[config.mk]
export PLATFORM = sky130hd
export DESIGN_NAME = instr_fetch_unit
export DESIGN_NICKNAME = d
export VERILOG_FILES = /design/src/rtl/instr_fetch_unit.sv
export SDC_FILE = /design/constraint.sdc
export NUM_CORES = 1
export LEC_CHECK = 0
export ABC_AREA = 1
export CAP_MARGIN = 20
export CORE_MARGIN = 4
export CORE_UTILIZATION = 46
export DETAILED_ROUTE_END_ITERATION = 6
export HOLD_SLACK_MARGIN = 0.02
export PLACE_DENSITY = 0.77
export SLEW_MARGIN = 5
export SYNTH_ARGS = -nofsm -noshare
export SYNTH_HDL_FRONTEND = slang
export SYNTH_SLANG_ARGS = --single-unit
[constraint.sdc]
create_clock -name clock -period 8.13 [get_ports clock]
set_clock_uncertainty 0.15 [all_clocks]
set_input_delay 2.439 -clock clock [delete_from_list [all_inputs] [get_ports clock]]
set_output_delay 2.439 -clock clock [all_outputs]
set_load 0.05 [all_outputs]
[src/rtl/instr_fetch_unit.sv]
// Instruction-fetch stage: owns the fetch PC, keeps one memory request in flight,
// and buffers returned {instruction, pc} pairs in front of the IF/ID register.
module instr_fetch_unit #(
    parameter logic [31:0] RESET_PC   = 32'h0000_0000,
    parameter int          FIFO_DEPTH = 2,
    parameter logic [31:0] NOP_INSTR  = 32'h0000_0013
) (
    input  logic        clock,
    input  logic        reset,
    output logic        imem_req,
    output logic [31:0] imem_addr,
    input  logic        imem_ready,
    input  logic        imem_rvalid,
    input  logic [31:0] imem_rdata,
    input  logic        id_load,
    output logic [31:0] instruction_out,
    output logic [31:0] pc_out,
    output logic        valid_out,
    input  logic        redirect_valid,
    input  logic [31:0] redirect_pc
);

    localparam int AW = $clog2(FIFO_DEPTH);
    localparam int CW = AW + 1;

    typedef enum logic [1:0] {
        S_FETCH = 2'd0,
        S_WAIT  = 2'd1,
        S_FLUSH = 2'd2
    } state_t;

    state_t          state_q, state_d;
    logic [31:0]     fetch_pc_q, fetch_pc_d;
    logic [31:0]     inflight_pc_q, inflight_pc_d;
    logic [AW-1:0]   wr_ptr_q, wr_ptr_d;
    logic [AW-1:0]   rd_ptr_q, rd_ptr_d;
    logic [CW-1:0]   count_q, count_d;

    logic [31:0]     instr_mem [FIFO_DEPTH];
    logic [31:0]     pc_mem    [FIFO_DEPTH];

    logic            accept;
    logic            push;
    logic            pop;

    assign imem_req  = (state_q == S_FETCH) && (count_q < CW'(FIFO_DEPTH));
    assign imem_addr = fetch_pc_q;
    assign accept    = imem_req && imem_ready;
    assign valid_out = (count_q != '0);

    // A redirect kills both the incoming word and any consumer pop on the same edge.
    assign push = (state_q == S_WAIT) && imem_rvalid && !redirect_valid;
    assign pop  = valid_out && id_load && !redirect_valid;

    assign instruction_out = valid_out ? instr_mem[rd_ptr_q] : NOP_INSTR;
    assign pc_out          = valid_out ? pc_mem[rd_ptr_q]    : 32'h0000_0000;

    always_comb begin
        state_d       = state_q;
        fetch_pc_d    = fetch_pc_q;
        inflight_pc_d = inflight_pc_q;
        wr_ptr_d      = wr_ptr_q;
        rd_ptr_d      = rd_ptr_q;
        count_d       = count_q;

        case (state_q)
            S_FETCH: begin
                if (accept) begin
                    inflight_pc_d = fetch_pc_q;
                    fetch_pc_d    = fetch_pc_q + 32'd4;
                    state_d       = S_WAIT;
                end
            end
            S_WAIT: begin
                if (imem_rvalid) begin
                    state_d = S_FETCH;
                end
            end
            S_FLUSH: begin
                if (imem_rvalid) begin
                    state_d = S_FETCH;
                end
            end
            default: state_d = S_FETCH;
        endcase

        if (push) begin
            wr_ptr_d = wr_ptr_q + AW'(1);
        end
        if (pop) begin
            rd_ptr_d = rd_ptr_q + AW'(1);
        end
        count_d = count_q + CW'(push) - CW'(pop);

        if (redirect_valid) begin
            fetch_pc_d = redirect_pc & ~32'd3;
            wr_ptr_d   = '0;
            rd_ptr_d   = '0;
            count_d    = '0;
            // Any request already on the bus must have its response swallowed.
            if ((state_q == S_FETCH && accept) ||
                (state_q == S_WAIT && !imem_rvalid)) begin
                state_d = S_FLUSH;
            end
        end
    end

    always_ff @(posedge clock) begin
        if (reset) begin
            state_q       <= S_FETCH;
            fetch_pc_q    <= RESET_PC;
            inflight_pc_q <= 32'h0000_0000;
            wr_ptr_q      <= '0;
            rd_ptr_q      <= '0;
            count_q       <= '0;
        end else begin
            state_q       <= state_d;
            fetch_pc_q    <= fetch_pc_d;
            inflight_pc_q <= inflight_pc_d;
            wr_ptr_q      <= wr_ptr_d;
            rd_ptr_q      <= rd_ptr_d;
            count_q       <= count_d;
        end
    end

    // Buffer storage carries no reset; valid_out masks stale entries.
    for (genvar gi = 0; gi < FIFO_DEPTH; gi++) begin : g_entry
        always_ff @(posedge clock) begin
            if (!reset && push && (wr_ptr_q == AW'(gi))) begin
                instr_mem[gi] <= imem_rdata;
                pc_mem[gi]    <= inflight_pc_q;
            end
        end
    end

endmodule

### Word level (Yosys, flattened, before mapping)

Memory sizes are Yosys's and may differ from the RTL's. A register that Yosys moved wholly into a read port is not among the register bits.
Cells that the tools add are included.

* flip-flop bits (word level): 70
* memory bits (writable): 128
* input port bits: 70
* output and inout port bits: 98
* word-level logic and storage cells: 67
* memories kept: 2

* add/subtract/negate cells: 5
* $lt $le $gt $ge: 1
* eq/ne operators: 2
* multiplexer cells: 24
* bitwise logic cells: 1
* reductions and logical operators: 25

Memory list
* instr_mem: depth 2, bits a word 32, rd ports 1, clocked after memory_dff 1, write ports 1, RTL line 39 `logic [31:0] instr_mem [FIFO_DEPTH];`
* pc_mem: depth 2, bits a word 32, rd ports 1, clocked after memory_dff 1, write ports 1, RTL line 40 `logic [31:0] pc_mem [FIFO_DEPTH];`

Operator list (number)
* $mux 32: 7
* $reduce_or 32->1: 2
* $add 32x3->32 const B: 1
* $mux 1: 12
* $logic_and 1x1->1: 11
* $mux 2: 4
* $reduce_bool 2->1: 3
* $pmux 2 s2: 1
* $reduce_and 2->1: 2
* $reduce_or 2->1: 2
* $logic_not 1->1: 3
* $add 1x1->1 const B: 2
* $add 2x1->2: 1
* $eq 2x1->1 const B: 1
* $eq 2x2->1 const B: 1
* $logic_not 2->1: 1
* $lt 2x2->1 const B: 1
* $sub 2x1->2: 1
* $logic_or 1x1->1: 1
* $not 1->1: 1

### Longest topological paths before layout

* word-level depth: 9
* gate-level depth with buffers: 11
* mapped depth without buffers: 11

### Least setup slack after synthesis

Ideal clock, no wire load.

* path type: input-to-reg
* from: in reset
* to: mem instr_mem[0][0], enable pin
* setup time: 0.558 ns
* arrival: 7.131 ns
* data required time: 7.422 ns
* slack: 0.291 ns
* stages on the path: 3
* path buffers: 2
* path through: clkbuf_1 -> buf_1 -> nor3_1

* longest elaborated chain between the ends: 7
* elaborated cells between the ends (all ways): 11

RTL lines
* from (decl): RTL line 9 `input logic reset,`
* $logic_not 1->1 (*): RTL line 129 `if (!reset && push && (wr_ptr_q == AW'(gi))) begin`
* $logic_and 1x1->1 (*): RTL line 129
* $logic_and 1x1->1: RTL line 129
* $mux 1: RTL line 129
* $mux 1 (not written as such): RTL line 130 `instr_mem[gi] <= imem_rdata;`
* $reduce_or 32->1 (no source line)
* $mux 1 (no source line)
* to (decl): RTL line 39

Mark *: on every way between the ends. The rest lies on a longest branch, timed or not.

### Worst setup path after layout

* from: reg count_q[1]
* to: out instruction_out[0]

* longest elaborated chain between the ends: 2

RTL lines
* from (decl): RTL line 37 `logic [CW-1:0] count_q, count_d;`
* from (signal assigned): RTL line 122 `count_q <= count_d;`
* $reduce_bool 2->1: RTL line 49 `assign valid_out = (count_q != '0);`
* $mux 32: RTL line 55 `assign instruction_out = valid_out ? instr_mem[rd_ptr_q] : NOP_INSTR;`
* to (decl): RTL line 16 `output logic [31:0] instruction_out,`

Every way passes these cells.

==> qor.yml <==
maxCapViolCount: 0
setup_tns_ps: 0
period_needed_ps: 5570
rrSetupSlack_ps: 4910
multi_input_area_um2: 2690
drtPass1Iterations: 5
path_class: "reg2out"
max_slew.worst_pin.slew_ps: 836
dr_wl_met2_um: 10300
rsz0062_at_grt: "no"
min_path_type: "reg2reg"
syn_avg_cell_area_um2: 9.23
worst_skew_pair.late_latency_ps: 430
final_util_pct: 61.2
irDropWorstVdd_uv: 151
grt_pass1_vias: 6412
holdBufCountCts: 0
grt_usage_pct: 20.5
slew_headroom_pct: 44.2
met1_length_um: 8420
drv_slew: 0
status: "finished clean"
grt_max_degree: 65
area.growth.synth_to_final_pct: 29.7
total_power_mw: 2.12
ant_nets: 0
arrival_ps: 2990
yosys_warnings: 0
instances_no_fill: 1274
htree_levels: 4
finalHoldViolations: 0
area.sequential_um2: 5070
post_cts_resized: 0
grt_antenna_before_repair: 0
io_pins: 168
crit_path_end_kind: "primary output"
r2r_end: "imem_addr[14]"
highest_layer: "met4"
post_cts_buffers: 0
grt_pass1_wl_um: 32100
synth.distinct_cells: 36
worstRegToRegCells: 8
drt-total-wl_um: 20600
drc: 0
final_nets: 1112
core-area_um2: 17400
period_share_pct: 68.6
diodes: 0
synth_seq_cells: 191
cts_made_buffers: 17
root_buffer: "clkbuf_16"
routabilityCongestion: 0.841
clockBufferDepth: 2
holdPathStages: 0
initial_core_util_pct: 47.2
dr_wl_met3_um: 1450
dp_hpwl_um: 13200
routed_via_density: 5.18
cp-endpoint: "instruction_out[0]"
crit_start: "count_q[1]"
fmax_mhz: 179
placementRows: 48
synth.cell_area_um2: 8190
leakage_nw: 3.76
grt-ovfl-total: 0
r2r-start: "state_q[1]"
fp.dieW_um: 141
clkSlewWorstSetupHoldPaths_ps: 60
placedCellCount: 1240
wl_per_cell_um: 16.2
p_per_area_nw_per_um2: 199
die_h_um: 141
syn_inst: 888
yosysSeqAreaShare_pct: 61.8
crit_fanout: 31
crit_path_start_kind: "flop"
drtIter0Drc: 363
cp_data_required_time_ps: 5540
drive_gt1_share_pct: 6.58
cts_tree: "yes"
numClockSinks: 191
filler_cell_count: 1430
setup_violations: 0
port_buffers: 161
num_vias: 6594
dieArea_um2: 20000
metal layers:
| layer | vias to the layer above | global-route usage, % |
|---|---|---|
| li1 | 3221 | - |
| met1 | 3106 | 25.3 |
| met2 | 234 | 35.8 |
| met3 | 33 | 4.65 |
| met4 | 0 | 6.46 |
| met5 | - | 0 |
Yosys cell counts (all sizes together):
cell type | n | area share, %
a221oi | 1 | 0.11
a211oi | 1 | 0.092
o21bai | 1 | 0.092
conb | 1 | 0.046
clkbuf | 28 | 1.3
dfxtp | 67 | 16
xor2 | 5 | 0.53
inv | 73 | 3.3
or2 | 2 | 0.15
nand4 | 3 | 0.23
nand2 | 301 | 14
nor4 | 1 | 0.076
and2 | 1 | 0.076
a31oi | 6 | 0.46
ha | 6 | 0.92
buf | 16 | 1.1
o21ai | 30 | 1.8
nor2 | 55 | 3.3
nand3 | 41 | 2.6
o211ai | 1 | 0.092
xnor2 | 2 | 0.21
nor3 | 2 | 0.12
a21oi | 118 | 7.3
a22o | 2 | 0.21
edfxtp | 124 | 45
cell families (layout without fill, tap and decap cells):
logic type / Yosys count / count (layout) / share of synthesized area, %
other: 1 / 4 / 0.0458
adders and majority gates: 6 / 6 / 0.916
buffers and inverters: 117 / 275 / 5.70
AOI/OAI and AO/OA: 160 / 160 / 10.1
xor gates and xnor gates: 7 / 7 / 0.748
DFF: 191 / 191 / 61.8
and+or+nand+nor: 406 / 406 / 20.6
registers in the layout, summed over array words and instances (netlist names), named ones only:
name	count
pc_mem	60
count_q	2
imem_addr	30
inflight_pc_q	30
state_q	2
instr_mem	64
wr_ptr_q	1
rd_ptr_q	1
layout by cell type (no fill, tap or decap), types with 17 or more instances in the layout:
master and instances:
edfxtp_1 124, dfxtp_1 66, a21oi_1 117, inv_1 70
nand3_1 40, nand2_1 294, clkdlybuf4s50_1 160, nor2_1 38
clkbuf_16 17, o21ai_0 28
layout make-up:
cell class / count / area share (%)
flip-flops and latches: 191 / 47.7
multi-input cells: 583 / 25.3
repair buffers: 170 / 16.2
clock buffers: 21 / 4.24
well taps: 225 / 2.65
inverters: 73 / 2.58
clock inverters: 11 / 1.32
where the power goes:
| group | internal, mW | switching (mW) | total, mW |
|---|---|---|---|
| Combinational | 0.0786 | 0.132 | 0.210 |
| Sequential | 1.05 | 0.0244 | 1.08 |
| Clock | 0.489 | 0.344 | 0.833 |
per-stage QoR:
step           area [um^2]  worst slack, ps  hold WS, ps
2_1_floorplan         8200              291          276
3_3_place_gp          9980             2640          281
3_5_place_dp         10000             2610          289
4_1_cts              10600             2510          302
5_1_grt              10600             2380          311
6_report             10600             2560          303
how the worst min path moves through the flow:
stage	slack, ps	end	startpoint
2_1_floorplan	280	pc_mem[0][10]	inflight_pc_q[10]
3_5_place_dp	290	pc_mem[1][2]	inflight_pc_q[2]
4_1_cts	300	pc_mem[1][2]	inflight_pc_q[2]
3_3_place_gp	280	pc_mem[0][6]	inflight_pc_q[6]
5_1_grt	310	pc_mem[0][2]	inflight_pc_q[2]
6_report	300	pc_mem[1][2]	inflight_pc_q[2]
worst max-delay path, stage by stage (launching register included):
cell and delay, ps:
dfxtp_1 360, nor2_4 640, buf_4 470, inv_1 170, nand3_1 100, clkdlybuf4s50_1 810
Note: power is estimated with default switching activity, not from simulation.
